`config.mk`:
```
export PLATFORM = sky130hd
export DESIGN_NAME = multicycle_main_control_flat
export DESIGN_NICKNAME = d
export VERILOG_FILES = /design/src/rtl/legv8_pkg.sv /design/src/rtl/multicycle_main_control_if.sv /design/src/rtl/legv8_opcode_decode.sv /design/src/rtl/multicycle_main_control.sv /design/src/flat_wrapper.sv
export SDC_FILE = /design/constraint.sdc
export NUM_CORES = 1
export LEC_CHECK = 0
export ABC_AREA = 1
export BUFFER_PORTS_ARGS = -buffer_cell sky130_fd_sc_hd__buf_4
export CAP_MARGIN = 20
export CORE_UTILIZATION = 52
export CTS_BUF_LIST = sky130_fd_sc_hd__clkbuf_4 sky130_fd_sc_hd__clkbuf_8
export DETAILED_ROUTE_END_ITERATION = 12
export GPL_ROUTABILITY_DRIVEN = 1
export PLACE_DENSITY_LB_ADDON = 0.25
export SLEW_MARGIN = 0
export SYNTH_ARGS = -nofsm -noshare
export SYNTH_HDL_FRONTEND = slang
export SYNTH_SLANG_ARGS = --single-unit
```
`constraint.sdc`:
```
create_clock -name clk -period 1.7 [get_ports clk]
set_clock_uncertainty 0.1 [all_clocks]
set_input_delay 0.255 -clock clk [delete_from_list [all_inputs] [get_ports clk]]
set_output_delay 0.255 -clock clk [all_outputs]
set_load 0.02 [all_outputs]
```
`src/rtl/legv8_pkg.sv`:
```
// -----------------------------------------------------------------------------
// legv8_pkg
// Shared definitions for the LEGv8 multicycle control path:
//   - state_t        : main control FSM states
//   - instr_class_t  : instruction classes produced by legv8_opcode_decode
//   - OP_* constants : 11-bit opcodes and the CBZ / B opcode prefixes
//   - ALUOP_*        : ALUOp encodings, shared with ALUControl
//   - SRCB_*         : ALUSrcB mux encodings
//   - is_mem_state() : states that hold a memory request open
// -----------------------------------------------------------------------------
package legv8_pkg;

   typedef enum logic [3:0] {
      ST_FETCH,
      ST_DECODE,
      ST_EXEC_R,
      ST_WB_R,
      ST_EXEC_ADDR,
      ST_MEM_RD,
      ST_WB_MEM,
      ST_MEM_WR,
      ST_EXEC_BR,
      ST_EXEC_JMP,
      ST_ERROR
   } state_t;

   typedef enum logic [2:0] {
      CLS_R,
      CLS_LOAD,
      CLS_STORE,
      CLS_CBZ,
      CLS_B,
      CLS_ILLEGAL
   } instr_class_t;

   // Full 11-bit opcodes (instr[31:21])
   localparam logic [10:0] OP_ADD  = 11'b10001011000;
   localparam logic [10:0] OP_SUB  = 11'b11001011000;
   localparam logic [10:0] OP_AND  = 11'b10001010000;
   localparam logic [10:0] OP_ORR  = 11'b10101010000;
   localparam logic [10:0] OP_LDUR = 11'b11111000010;
   localparam logic [10:0] OP_STUR = 11'b11111000000;

   // Prefix opcodes: CBZ uses instr[31:24], B uses instr[31:26]
   localparam logic [7:0]  OP_CBZ_PFX = 8'b10110100;
   localparam logic [5:0]  OP_B_PFX   = 6'b000101;

   // ALUOp encodings seen by ALUControl
   localparam logic [1:0]  ALUOP_ADD    = 2'b00;
   localparam logic [1:0]  ALUOP_PASS_B = 2'b01;
   localparam logic [1:0]  ALUOP_RTYPE  = 2'b10;

   // ALUSrcB mux encodings
   localparam logic [1:0]  SRCB_REG     = 2'b00;
   localparam logic [1:0]  SRCB_FOUR    = 2'b01;
   localparam logic [1:0]  SRCB_IMM     = 2'b10;
   localparam logic [1:0]  SRCB_IMM_SH2 = 2'b11;

   function automatic logic is_mem_state(input state_t s);
      return (s == ST_FETCH) || (s == ST_MEM_RD) || (s == ST_MEM_WR);
   endfunction

endpackage

```
`src/rtl/multicycle_main_control_if.sv`:
```
// -----------------------------------------------------------------------------
// multicycle_main_control_if
// Bundle between the main control FSM and the datapath / memory.
//   Into control : opcode[10:0] (instr[31:21]), zero, mem_ready
//   Out of control: ALUOp[1:0], ALUSrcA, ALUSrcB[1:0], Reg2Loc, IorD, mem_req,
//                   MemWrite, IRWrite, MemToReg, RegWrite, PCWrite,
//                   PCWriteCond, PCSource, illegal
// Modports: master = control FSM side, slave = datapath side.
// -----------------------------------------------------------------------------
interface multicycle_main_control_if;

   logic [10:0] opcode;
   logic        zero;
   logic        mem_ready;

   logic [1:0]  ALUOp;
   logic        ALUSrcA;
   logic [1:0]  ALUSrcB;
   logic        Reg2Loc;
   logic        IorD;
   logic        mem_req;
   logic        MemWrite;
   logic        IRWrite;
   logic        MemToReg;
   logic        RegWrite;
   logic        PCWrite;
   logic        PCWriteCond;
   logic        PCSource;
   logic        illegal;

   modport master (
      input  opcode, zero, mem_ready,
      output ALUOp, ALUSrcA, ALUSrcB, Reg2Loc, IorD, mem_req, MemWrite,
             IRWrite, MemToReg, RegWrite, PCWrite, PCWriteCond, PCSource,
             illegal
   );

   modport slave (
      output opcode, zero, mem_ready,
      input  ALUOp, ALUSrcA, ALUSrcB, Reg2Loc, IorD, mem_req, MemWrite,
             IRWrite, MemToReg, RegWrite, PCWrite, PCWriteCond, PCSource,
             illegal
   );

endinterface

```
`src/rtl/legv8_opcode_decode.sv`:
```
// -----------------------------------------------------------------------------
// legv8_opcode_decode
// Combinational classification of the 11-bit LEGv8 opcode.
//   opcode[10:0] in  : instr[31:21]
//   cls          out : instruction class (R / LOAD / STORE / CBZ / B / ILLEGAL)
// Build option LEGV8_B_EN: when defined, 000101xxxxx decodes as B; otherwise
// it falls through to ILLEGAL.
// -----------------------------------------------------------------------------
module legv8_opcode_decode
   import legv8_pkg::*;
(
   input  logic [10:0]  opcode,
   output instr_class_t cls
);

   always_comb begin
      cls = CLS_ILLEGAL;
      if (opcode == OP_ADD || opcode == OP_SUB ||
          opcode == OP_AND || opcode == OP_ORR) begin
         cls = CLS_R;
      end else if (opcode == OP_LDUR) begin
         cls = CLS_LOAD;
      end else if (opcode == OP_STUR) begin
         cls = CLS_STORE;
      end else if (opcode[10:3] == OP_CBZ_PFX) begin
         cls = CLS_CBZ;
      end
`ifdef LEGV8_B_EN
      else if (opcode[10:5] == OP_B_PFX) begin
         cls = CLS_B;
      end
`endif
   end

endmodule

```
`src/rtl/multicycle_main_control.sv`:
```
// -----------------------------------------------------------------------------
// multicycle_main_control
// LEGv8 multicycle main control FSM: FETCH / DECODE / EXEC / MEM / WB.
//   clk  in : system clock, rising edge
//   rst  in : synchronous reset, active-high
//   bus     : multicycle_main_control_if.master
//             in  opcode, zero, mem_ready
//             out ALUOp, ALUSrcA, ALUSrcB, Reg2Loc, IorD, mem_req, MemWrite,
//                 IRWrite, MemToReg, RegWrite, PCWrite, PCWriteCond,
//                 PCSource, illegal
// Parameter MEM_TIMEOUT: cycles a memory request may wait for mem_ready
// before the FSM enters ERROR; 0 disables the timeout.
// Build option LEGV8_B_EN: enables the unconditional branch B (EXEC_JMP).
// Outputs are decoded from registered state only; mem_ready additionally
// qualifies IRWrite/PCWrite in FETCH. While rst is high every output shows
// its reset value (all 0, ALUSrcB=01).
// -----------------------------------------------------------------------------
module multicycle_main_control
   import legv8_pkg::*;
#(
   parameter int MEM_TIMEOUT = 16
)
(
   input  logic                        clk,
   input  logic                        rst,
   multicycle_main_control_if.master   bus
);

   // Counter only needs to reach MEM_TIMEOUT-1: the cycle after that is the
   // transition into ERROR.
   localparam int WAIT_W = (MEM_TIMEOUT > 1) ? $clog2(MEM_TIMEOUT) : 1;
   localparam logic [WAIT_W-1:0] WAIT_LAST =
      WAIT_W'((MEM_TIMEOUT > 0) ? MEM_TIMEOUT - 1 : 0);

   state_t            state_reg, state_next;
   logic              is_store_reg, is_store_next;
   logic [WAIT_W-1:0] wait_cnt_reg, wait_cnt_next;
   instr_class_t      op_class;
   logic              timeout_hit;

   legv8_opcode_decode u_decode (
      .opcode (bus.opcode),
      .cls    (op_class)
   );

   assign timeout_hit = (MEM_TIMEOUT != 0) && (wait_cnt_reg == WAIT_LAST);

   // ---------------------------------------------------------------- state
   always_ff @(posedge clk) begin
      if (rst) begin
         state_reg    <= ST_FETCH;
         is_store_reg <= 1'b0;
         wait_cnt_reg <= '0;
      end else begin
         state_reg    <= state_next;
         is_store_reg <= is_store_next;
         wait_cnt_reg <= wait_cnt_next;
      end
   end

   // ----------------------------------------------------------- next state
   always_comb begin
      state_next    = state_reg;
      is_store_next = is_store_reg;

      case (state_reg)
         ST_FETCH: begin
            // A completing access wins over a timeout on the same cycle
            if (bus.mem_ready)     state_next = ST_DECODE;
            else if (timeout_hit)  state_next = ST_ERROR;
         end
         ST_DECODE: begin
            case (op_class)
               CLS_R:     state_next = ST_EXEC_R;
               CLS_LOAD: begin
                  state_next    = ST_EXEC_ADDR;
                  is_store_next = 1'b0;
               end
               CLS_STORE: begin
                  state_next    = ST_EXEC_ADDR;
                  is_store_next = 1'b1;
               end
               CLS_CBZ:   state_next = ST_EXEC_BR;
`ifdef LEGV8_B_EN
               CLS_B:     state_next = ST_EXEC_JMP;
`endif
               default:   state_next = ST_ERROR;
            endcase
         end
         ST_EXEC_R:    state_next = ST_WB_R;
         ST_WB_R:      state_next = ST_FETCH;
         ST_EXEC_ADDR: state_next = is_store_reg ? ST_MEM_WR : ST_MEM_RD;
         ST_MEM_RD: begin
            if (bus.mem_ready)     state_next = ST_WB_MEM;
            else if (timeout_hit)  state_next = ST_ERROR;
         end
         ST_WB_MEM:    state_next = ST_FETCH;
         ST_MEM_WR: begin
            if (bus.mem_ready)     state_next = ST_FETCH;
            else if (timeout_hit)  state_next = ST_ERROR;
         end
         ST_EXEC_BR:   state_next = ST_FETCH;
         ST_EXEC_JMP:  state_next = ST_FETCH;
         ST_ERROR:     state_next = ST_ERROR;
         default:      state_next = ST_ERROR;
      endcase
   end

   // Wait counter: every state change clears it, so entering any memory
   // state starts from zero; it advances only while a request is stalled.
   always_comb begin
      wait_cnt_next = wait_cnt_reg;
      if (state_next != state_reg) begin
         wait_cnt_next = '0;
      end else if (MEM_TIMEOUT != 0 && is_mem_state(state_reg) &&
                   !bus.mem_ready) begin
         wait_cnt_next = wait_cnt_reg + 1'b1;
      end
   end

   // -------------------------------------------------------------- outputs
   always_comb begin
      bus.ALUOp       = ALUOP_ADD;
      bus.ALUSrcA     = 1'b0;
      bus.ALUSrcB     = SRCB_REG;
      bus.Reg2Loc     = 1'b0;
      bus.IorD        = 1'b0;
      bus.mem_req     = 1'b0;
      bus.MemWrite    = 1'b0;
      bus.IRWrite     = 1'b0;
      bus.MemToReg    = 1'b0;
      bus.RegWrite    = 1'b0;
      bus.PCWrite     = 1'b0;
      bus.PCWriteCond = 1'b0;
      bus.PCSource    = 1'b0;
      bus.illegal     = 1'b0;

      if (rst) begin
         // Hold the datapath quiet with PC+4 selected until reset releases
         bus.ALUSrcB = SRCB_FOUR;
      end else begin
         case (state_reg)
            ST_FETCH: begin
               bus.mem_req  = 1'b1;
               bus.ALUSrcB  = SRCB_FOUR;
               bus.IRWrite  = bus.mem_ready;
               bus.PCWrite  = bus.mem_ready;
            end
            ST_DECODE: begin
               // Branch target PC + (imm<<2) parked in ALUOut for CBZ
               bus.ALUSrcB  = SRCB_IMM_SH2;
            end
            ST_EXEC_R: begin
               bus.ALUSrcA  = 1'b1;
               bus.ALUOp    = ALUOP_RTYPE;
            end
            ST_WB_R: begin
               bus.RegWrite = 1'b1;
            end
            ST_EXEC_ADDR: begin
               bus.ALUSrcA  = 1'b1;
               bus.ALUSrcB  = SRCB_IMM;
               bus.Reg2Loc  = is_store_reg;
            end
            ST_MEM_RD: begin
               bus.mem_req  = 1'b1;
               bus.IorD     = 1'b1;
            end
            ST_WB_MEM: begin
               bus.RegWrite = 1'b1;
               bus.MemToReg = 1'b1;
            end
            ST_MEM_WR: begin
               bus.mem_req  = 1'b1;
               bus.MemWrite = 1'b1;
               bus.IorD     = 1'b1;
            end
            ST_EXEC_BR: begin
               bus.ALUSrcA     = 1'b1;
               bus.ALUOp       = ALUOP_PASS_B;
               bus.Reg2Loc     = 1'b1;
               bus.PCWriteCond = 1'b1;
               bus.PCSource    = 1'b1;
            end
            ST_EXEC_JMP: begin
               bus.PCWrite  = 1'b1;
               bus.PCSource = 1'b1;
            end
            ST_ERROR: begin
               bus.illegal  = 1'b1;
            end
            default: begin
               bus.illegal  = 1'b1;
            end
         endcase
      end
   end

   // ----------------------------------------------------------- assertions
   a_illegal_to_error: assert property (
      @(posedge clk) disable iff (rst)
      (state_reg == ST_DECODE && op_class == CLS_ILLEGAL) |=> (state_reg == ST_ERROR)
   );

   a_error_is_silent: assert property (
      @(posedge clk) disable iff (rst)
      (state_reg == ST_ERROR) |-> !(bus.RegWrite || bus.PCWrite || bus.PCWriteCond ||
                                    bus.MemWrite || bus.IRWrite || bus.mem_req)
   );

endmodule
```
`src/flat_wrapper.sv`:
```
// flat-port wrapper written by rule: the top's interface ports become plain ports
module multicycle_main_control_flat import legv8_pkg::*;
#(
   parameter int MEM_TIMEOUT = 16
)
  (clk, rst, bus_opcode, bus_zero, bus_mem_ready, bus_ALUOp, bus_ALUSrcA, bus_ALUSrcB, bus_Reg2Loc, bus_IorD, bus_mem_req, bus_MemWrite, bus_IRWrite, bus_MemToReg, bus_RegWrite, bus_PCWrite, bus_PCWriteCond, bus_PCSource, bus_illegal);
  multicycle_main_control_if bus_i ();
  input  logic clk;
  input  logic rst;
  input wire logic [$bits(bus_i.opcode)-1:0] bus_opcode;
  input wire logic [$bits(bus_i.zero)-1:0] bus_zero;
  input wire logic [$bits(bus_i.mem_ready)-1:0] bus_mem_ready;
  output wire logic [$bits(bus_i.ALUOp)-1:0] bus_ALUOp;
  output wire logic [$bits(bus_i.ALUSrcA)-1:0] bus_ALUSrcA;
  output wire logic [$bits(bus_i.ALUSrcB)-1:0] bus_ALUSrcB;
  output wire logic [$bits(bus_i.Reg2Loc)-1:0] bus_Reg2Loc;
  output wire logic [$bits(bus_i.IorD)-1:0] bus_IorD;
  output wire logic [$bits(bus_i.mem_req)-1:0] bus_mem_req;
  output wire logic [$bits(bus_i.MemWrite)-1:0] bus_MemWrite;
  output wire logic [$bits(bus_i.IRWrite)-1:0] bus_IRWrite;
  output wire logic [$bits(bus_i.MemToReg)-1:0] bus_MemToReg;
  output wire logic [$bits(bus_i.RegWrite)-1:0] bus_RegWrite;
  output wire logic [$bits(bus_i.PCWrite)-1:0] bus_PCWrite;
  output wire logic [$bits(bus_i.PCWriteCond)-1:0] bus_PCWriteCond;
  output wire logic [$bits(bus_i.PCSource)-1:0] bus_PCSource;
  output wire logic [$bits(bus_i.illegal)-1:0] bus_illegal;
  assign bus_i.opcode = bus_opcode;
  assign bus_i.zero = bus_zero;
  assign bus_i.mem_ready = bus_mem_ready;
  assign bus_ALUOp = bus_i.ALUOp;
  assign bus_ALUSrcA = bus_i.ALUSrcA;
  assign bus_ALUSrcB = bus_i.ALUSrcB;
  assign bus_Reg2Loc = bus_i.Reg2Loc;
  assign bus_IorD = bus_i.IorD;
  assign bus_mem_req = bus_i.mem_req;
  assign bus_MemWrite = bus_i.MemWrite;
  assign bus_IRWrite = bus_i.IRWrite;
  assign bus_MemToReg = bus_i.MemToReg;
  assign bus_RegWrite = bus_i.RegWrite;
  assign bus_PCWrite = bus_i.PCWrite;
  assign bus_PCWriteCond = bus_i.PCWriteCond;
  assign bus_PCSource = bus_i.PCSource;
  assign bus_illegal = bus_i.illegal;
  multicycle_main_control #(.MEM_TIMEOUT(MEM_TIMEOUT)) u_core (.clk(clk), .rst(rst), .bus(bus_i));
endmodule
```
==> flow_summary.toml, run 1 <==
[yosys]
synth_cells = 156
synth_nets = 172
synth_seq_cells = 9
synthDistinctLibCells = 26
synth-edff-count = 0
ys.flop_type = "dfxtp_1"
postSynth.asyncResetShare_pct = 0
ys_warn_count = 0
yosysSeqAreaShare_pct = 19.1
avgSynthCellArea_sq_um = 6.03
netlist_area_sq_um = 941

[clocking]
clk-insertion-delay-late_ns = 0.27
clock-root-buffer = "clkbuf_4"
path_clk_slew_ns = 0.06
cts_buffer_depth = 2
hold_buffers = 0
cts_tree = "done"
htree_levels = 1
cts_buffers = 3
clock_sinks = 9

[timing]
min_period_ns = 1.76
fin_crit_sh_pct = 104
finalMaxSlewViolations = 0
relSlewSlack_pct = 82.7
finalWorstSetupSlack_ns = -0.0613
worst_pin_slew_ns = 0.259
setup_viol = 7
fmax_mhz = 568
tns_ns = -0.301
rsz0062_at_grt = "yes"
hold_viol = 0

[outcome]
outcome = "finished with violations"
violations = "setup timing"

[placed_design]
portBuffers = 29
place_area_sq_mm = 0.00120
place_congestion = 0.890
hpwl_mm = 1.73

[global_route]
grt_pass1_vias = 963
grt_max_degree = 20
grt_usage_pct = 26.4
antenna_found_initial = 0
grt_pass1_wl_mm = 3.86
grt.overflow.total = 0

[die]
core_sq_mm = 0.00171
dieHeight_um = 44.5
start_util_pct = 55.1
die_w_um = 44.5
io_pins = 31
dieArea_sq_mm = 0.00198
num_rows = 15

[pwr]
power_density_mw_per_mm2 = 1490
finalPower_w = 0.00208
peakVddDrop_mv = 0.838
power_leakage_nw = 0.662

[finish]
drive_gt1_share_pct = 45.7
layout.nets = 216
stdcell_area_sq_mm = 0.00140
most-common-layout-cells = "buf_4 (40), nand2_1 (31), nor2_1 (22)"
mostFrequentLayoutCell = "buf_4"
final.fill_count = 118
area_growth_pct = 48.3
diodes = 0

[worst_hold_path]
hold_end = "u_core.is_store_reg$_SDFFE_PP0P_"
hp-class = "primary input to register"
min_path_cells = 2
hold_start = "bus_opcode[1]"

[routing]
vias = 1136
wl_per_cell_um = 11.5
first_pass_iters = 4
antenna_left = 0
vias_per_cell = 5.07
drt_iter0_drc = 19
drc = 0
wl_mm = 2.58

[critical_path]
reg2reg_slack_ns = 0.02
end_kind = "output port"
ff2ff_path_depth = 9
worstPathMaxFanout = 4
critPathLaunchType = "register"
cp_common_cell = "buf_6"
slowest_delay_ns = 0.36
cpMaxStageDelayCell = "dfxtp_4"
path_cells = "buf_6, nor2_4, buf_6, nand2_4, a31oi_1, buf_4"
r2r-end = "u_core.wait_cnt_reg[0]$_SDFFE_PP0P_"
arrival_ns = 1.41
required_ns = 1.34
r2r-start = "u_core.state_reg[0]$_SDFF_PP0_"
path_class = "register to output port"

[job]
cap_violations = 0
==> worst max-delay path by stage <==
stage,start,slack (ns),end,cells past startpoint
final,u_core.state_reg[0]$_SDFF_PP0_,-0.06,bus_ALUSrcA,6
after global routing,u_core.state_reg[0]$_SDFF_PP0_,-0.12,bus_IRWrite,7
after CTS,u_core.state_reg[0]$_SDFF_PP0_,-0.08,bus_PCWrite,7
after detailed placement,u_core.state_reg[2]$_SDFF_PP0_,0.01,u_core.wait_cnt_reg[0]$_SDFFE_PP0P_,8
after global placement,u_core.state_reg[0]$_SDFF_PP0_,0.06,u_core.wait_cnt_reg[3]$_SDFFE_PP0P_,10
after floorplan,u_core.state_reg[2]$_SDFF_PP0_,0.13,bus_PCWrite,6
==> layout make-up <==
| class | count | area (sq um) | share of cell area (%) |
|---|---|---|---|
| Multi-Input combinational cell | 116 | 696 | 49.9 |
| Sequential cell | 9 | 193 | 13.8 |
| Timing Repair Buffer | 44 | 345 | 24.8 |
| Clock buffer | 4 | 30.0 | 2.15 |
| Tap cell | 25 | 31.3 | 2.24 |
| Inverter | 26 | 100 | 7.17 |
==> worst max-delay path: cells and delay by family (launching register included) <==
family	cells	cell delay [ns]
buffers and inverters	3	0.41
and+or+nand+nor	2	0.22
DFF	1	0.36
AOI/OAI and AO/OA	1	0.15
==> per-layer routing <==
layer / routed length [um] / vias to the layer above / share of wire, % / global-route usage [%]
li1: - / 574 / - / -
met1: 1050 / 510 / 41 / 30.2
met2: 1350 / 44 / 52 / 48.2
met3: 131 / 8 / 5.1 / 4.49
met4: 42 / 0 / 1.6 / 10.3
met5: 0 / - / 0 / 0
==> power breakdown <==
part           internal, W  leakage, nW  total (W)  switching (W)
sequential        0.000273       0.0756   0.000352      0.0000789
combinational     0.000647        0.568    0.00154       0.000893
clock             0.000107       0.0184   0.000189      0.0000823
total              0.00103        0.662    0.00208        0.00105
==> Yosys cell counts (2+ instances only) <==
master,n,area share [%]
a21oi_1,10,5.3
buf_4,3,2.4
clkbuf_1,2,0.80
dfxtp_1,9,19
inv_1,21,8.4
inv_2,4,1.6
nand2_1,32,13
nand2_2,5,3.3
nand2_4,3,3.6
nand3_1,15,8.0
nand3_2,2,2.1
nor2_1,24,9.6
nor2_2,5,3.3
nor2_4,4,4.8
nor3_2,4,4.3
o21ai_0,2,1.1
xnor2_1,2,1.9
==> stage by stage <==
step	std cells	setup slack, ns	hold WS [ns]	utilization [%]
floorplan	156	0.131	0.254	-
global placement	210	0.0550	0.347	70.1
detailed placement	210	0.0106	0.353	70.1
CTS	222	-0.0759	0.0691	78.4
global route	224	-0.124	0.0901	81.7
finish	224	-0.0613	0.0738	81.7
==> kinds of logic (layout without fill, tap and decap cells) <==
group	Yosys count	after routing	share of synthesized area, %
adders and majority gates	1	1	1.33
xor gates and xnor gates	3	3	2.79
muxes	1	1	1.20
and+or+nand+nor	94	94	51.7
AOI/OAI and AO/OA	17	17	10.2
buffers and inverters	31	74	13.6
DFF	9	9	19.1
==> timing repair <==
item                                   in CTS  in global routing
gates resized for setup                    17                 11
buffers inserted                            8                  2
pin swaps                                   6                  6
endpoints found under the hold margin       0                  0
setup endpoints to repair                  14                 16
(Power assumes the default switching activity.)
==> run 2, diff against run 1 <==
Settings changed: GPL_TIMING_DRIVEN set to 0.
==> run 2 against run 1 <==
Effect of this change:
- the flow still finishes with violations (setup timing)
- critical path depth is 1 higher
- count of clock-buffer cells in the layout stayed put
- utilization is 1.1 points lower
- flip-flop and latch count stayed put
- setup slack better by 0.028 ns
- largest cell class unchanged
- worst hold slack better by 0.0036 ns
- non-clock buffer count is 4 lower
==> flow_summary.toml, run 2 (synthesized netlist as in run 1, its figures left out) <==
[outcome]
outcome = "finished with violations"
violations = "setup timing"

[finish]
drive_gt1_share_pct = 48.2
layout.nets = 212
mostFrequentLayoutCell = "buf_4"
fin_cells = 220
final.fill_count = 115
stdcell_area_sq_mm = 0.00138
area_growth_pct = 46.3
diodes = 0
most-common-layout-cells = "buf_4 (35), nand2_1 (28), inv_1 (20)"

[timing]
finalMaxSlewViolations = 0
rsz0062_at_grt = "yes"
relSlewSlack_pct = 68.4
fmax_mhz = 577
fin_crit_sh_pct = 102
setup_viol = 7
finalWorstSetupSlack_ns = -0.0333
min_period_ns = 1.73
hold_viol = 0
worst_pin_slew_ns = 0.474

[clocking]
hold_buffers = 0
cts_buffers = 3
clock_sinks = 9
htree_levels = 1
cts_tree = "done"
clk-insertion-delay-late_ns = 0.28
path_clk_slew_ns = 0.06
clock-root-buffer = "clkbuf_4"
cts_buffer_depth = 2

[placed_design]
place_area_sq_mm = 0.00118
portBuffers = 28
place_congestion = 0.926
dp.cells = 209
hpwl_mm = 1.73

[die]
io_pins = 31
dieArea_sq_mm = 0.00198
num_rows = 15
core_sq_mm = 0.00171
start_util_pct = 55.1
dieHeight_um = 44.5
die_w_um = 44.5

[global_route]
grt_pass1_wl_mm = 4.24
grt.overflow.total = 0
antenna_found_initial = 0
grt_usage_pct = 29.4
grt_pass1_vias = 1081
grt_max_degree = 11

[critical_path]
required_ns = 1.34
arrival_ns = 1.38
worstPathMaxFanout = 6
path_class = "register to output port"
end_kind = "output port"
critPathLaunchType = "register"

[routing]
drt_iter0_drc = 26
vias_per_cell = 5.23
drc = 0
wl_mm = 2.84
wl_per_cell_um = 12.9
antenna_left = 0
vias = 1151
first_pass_iters = 6

[pwr]
finalPower_w = 0.00207
power_leakage_nw = 0.643
power_density_mw_per_mm2 = 1500
peakVddDrop_mv = 0.892

[job]
cap_violations = 0

[worst_hold_path]
hp-class = "primary input to register"
run 2: repair_timing:
| action | 4_1_cts | 5_1_grt |
|---|---|---|
| pin swaps | 9 | 7 |
| gates cloned | 0 | 0 |
| resized for setup | 19 | 18 |
| setup buffers | 5 | 3 |
| endpoints found under the setup margin | 10 | 16 |
run 2: layer usage:
| metal | track usage [%] | vias up | wire (um) |
|---|---|---|---|
| met2 | 50.6 | 42 | 1510 |
| met4 | 22.4 | 0 | 91 |
| met1 | 31.0 | 532 | 1100 |
| li1 | - | 566 | - |
| met5 | 0 | - | 0 |
| met3 | 6.12 | 11 | 127 |
run 2: critical path, stage by stage, from the launching register on:
cell and delay [ns]:
dfxtp_2 0.32, buf_6 0.13, inv_6 0.05, nor2_4 0.16
buf_4 0.14, nand2_2 0.06, nor2_1 0.09, buf_4 0.15
run 2: final timing paths:
check / start / endpoint / slack [ns] / depth (start not counted)
setup / recovery: u_core.state_reg[2]$_SDFF_PP0_ / bus_MemWrite / -0.03 / 7
hold / removal: bus_opcode[1] / u_core.is_store_reg$_SDFFE_PP0P_ / 0.08 / 2
setup reg to reg: u_core.state_reg[2]$_SDFF_PP0_ / u_core.wait_cnt_reg[1]$_SDFFE_PP0P_ / 0 / 10
hold reg to reg: u_core.is_store_reg$_SDFFE_PP0P_ / u_core.is_store_reg$_SDFFE_PP0P_ / 0.45 / 2
run 2: stage by stage:
step                TNS [ns]  utilization, %  setup slack, ns  hold slack, ns
finish                -0.111            80.6          -0.0333          0.0773
global route           -1.11            80.6           -0.114          0.0705
CTS                  -0.0275            76.0          -0.0151          0.0653
detailed placement   -0.0493            69.2          -0.0493           0.355
global placement     -0.0387            69.2          -0.0387           0.348
floorplan                  0               -            0.131           0.254
run 2: layout make-up:
cell class | instances | area, sq um | share of cell area [%]
Buffer | 4 | 27.5 | 2.00
Clock buffer | 4 | 30.0 | 2.18
Inverter | 26 | 105 | 7.64
Multi-Input combinational cell | 116 | 717 | 52.1
Sequential cell | 9 | 194 | 14.1
Tap cell | 25 | 31.3 | 2.27
Timing Repair Buffer | 36 | 272 | 19.7
run 2: power by group:
part	internal, W	switching, W
sequential	0.000275	0.0000785
clock	0.000107	0.0000951
combinational	0.000588	0.000924
total	0.000971	0.00110
==> run 3, diff against run 2 <==
Settings changed: CTS_CLUSTER_SIZE set to 30, HOLD_SLACK_MARGIN set to 0.1.
==> run 3 against run 2 <==
Effect of this change:
- the run still ends with setup timing left
- routed wire length grew 3.1%
- count of clock-buffer cells in the layout unchanged
- cell count is the same
- maximum frequency rose by 0.20%
- setup slack better by 0.0034 ns
- design area increased by 0.18%
- largest power group unchanged
- flip-flop and latch count is the same
==> flow_summary.toml, run 3 (synthesized netlist as in run 1, its figures left out) <==
[pwr]
power_density_mw_per_mm2 = 1500
peakVddDrop_mv = 0.906
power_leakage_nw = 0.643

[critical_path]
cp_common_cell = "buf_4"
path_cells = "nor2_4, nand2_4, buf_4, a21oi_1, buf_4"
end_kind = "output port"
required_ns = 1.34
slowest_delay_ns = 0.39
critPathLaunchType = "register"
path_class = "register to output port"
crit_buf_inv = 2
worstPathMaxFanout = 7
arrival_ns = 1.37
cpMaxStageDelayCell = "dfxtp_4"
cpLargestDelayFamily = "flip-flops"

[placed_design]
dp.cells = 209
hpwl_mm = 1.73
portBuffers = 28
place_congestion = 0.926

[timing]
rsz0062_at_grt = "yes"
hold_viol = 0
finalWorstSetupSlack_ns = -0.0299
setup_viol = 8
fin_crit_sh_pct = 102
relSlewSlack_pct = 68.1
finalMaxSlewViolations = 0
worst_pin_slew_ns = 0.479
fmax_mhz = 578
min_period_ns = 1.73

[global_route]
grt_usage_pct = 30.6
grt_pass1_vias = 1109
grt_pass1_wl_mm = 4.40
antenna_found_initial = 0
grt_max_degree = 11
grt.overflow.total = 0

[routing]
route.met3.wl_um = 177
wl_met1_mm = 1.08
dr.max_layer_used = "met4"
wl_per_cell_um = 13.3
drc = 0
vias_per_cell = 5.34
wl_met2_mm = 1.52
vias = 1175
first_pass_iters = 4
wl_mm = 2.92
drt_iter0_drc = 45
antenna_left = 0

[finish]
diodes = 0
mostFrequentLayoutCell = "buf_4"
layout.nets = 212
final_util_pct = 80.7
fin_cells = 220
area_growth_pct = 46.5
most-common-layout-cells = "buf_4 (34), nand2_1 (29), inv_1 (19), nor2_1 (19), nand3_1 (12)"
final.fill_count = 110
drive_gt1_share_pct = 47.7

[outcome]
violations = "setup timing"
outcome = "finished with violations"

[clocking]
clock-root-buffer = "clkbuf_4"
cts_buffers = 3
htree_levels = 1
cts_tree = "done"
clk-insertion-delay-late_ns = 0.28
cts_buffer_depth = 2
path_clk_slew_ns = 0.07
clock_sinks = 9

[die]
start_util_pct = 55.1
dieHeight_um = 44.5
die_w_um = 44.5
dieArea_sq_mm = 0.00198
core_sq_mm = 0.00171
num_rows = 15
io_pins = 31

[job]
cap_violations = 0

[worst_hold_path]
hp-class = "primary input to register"
-- run 3: cell types whose count changed in the layout (fill, tap and decap cells not counted) --
cell	previous run	this run
dlygate4sd3_1	0	1
inv_4	1	2
nand2_2	8	7
nand2_1	28	29
buf_4	35	34
inv_1	20	19
-- run 3: through the flow --
| step | setup slack, ns | area, sq um | power [W] | TNS, ns | hold WS [ns] |
|---|---|---|---|---|---|
| after global routing | -0.0824 | 1380 | 0.00219 | -0.858 | 0.255 |
| after floorplan | 0.131 | 941 | 0.00123 | 0 | 0.254 |
| after CTS | -0.0151 | 1310 | 0.00189 | -0.0275 | 0.280 |
| after detailed placement | -0.0493 | 1180 | 0.00150 | -0.0493 | 0.355 |
| final | -0.0299 | 1380 | 0.00207 | -0.0891 | 0.260 |
| after global placement | -0.0387 | 1180 | 0.00148 | -0.0387 | 0.348 |
-- run 3: layer usage --
layer / up-vias / GRT usage (%)
li1: 565 / -
met1: 523 / 31.5
met2: 67 / 51.5
met3: 20 / 6.53
met4: 0 / 27.9
met5: - / 0
-- run 3: what timing repair did --
action / CTS / global route
endpoints found under the setup margin: 10 / 16
gates resized for setup: 19 / 19
hold buffers: 1 / 0
buffers inserted: 5 / 2
hold endpoints to repair: 1 / 0
pin swaps: 9 / 11
gates cloned: 0 / 0
-- run 3: final timing paths --
check                                      start                                  end  slack [ns]  cells after the start
max               u_core.state_reg[1]$_SDFF_PP0_                          bus_mem_req       -0.03                      5
min                                bus_mem_ready       u_core.state_reg[2]$_SDFF_PP0_        0.26                      4
max reg2reg       u_core.state_reg[2]$_SDFF_PP0_  u_core.wait_cnt_reg[1]$_SDFFE_PP0P_       -0.01                     11
min reg2reg  u_core.wait_cnt_reg[0]$_SDFFE_PP0P_  u_core.wait_cnt_reg[0]$_SDFFE_PP0P_        0.47                      3
-- run 3: report_power, final --
part           internal, W  total, W  switching, W
sequential        0.000275  0.000355     0.0000797
combinational     0.000591   0.00152      0.000925
clock             0.000107  0.000199     0.0000919
total             0.000973   0.00207       0.00110
-- run 3: layout make-up --
cell class	count	area (sq um)	share of cell area (%)
well taps	25	31.3	2.27
clock buffers	4	30.0	2.18
multi-input cells	116	714	51.8
repair buffers	36	274	19.9
flip-flops and latches	9	194	14.1
inverters	26	108	7.80
plain buffers	4	27.5	2.00
-- run 3: worst reg2reg max path, cell delays in order (launching register included) --
cell,delay [ns]
dfxtp_2,0.32
buf_6,0.14
inv_6,0.05
nor2_4,0.15
buf_4,0.14
nand2_2,0.06
a21oi_2,0.20
nand2_1,0.09
nand3_1,0.11
nand2_1,0.10
nand3_4,0.12
nor3_2,0.05
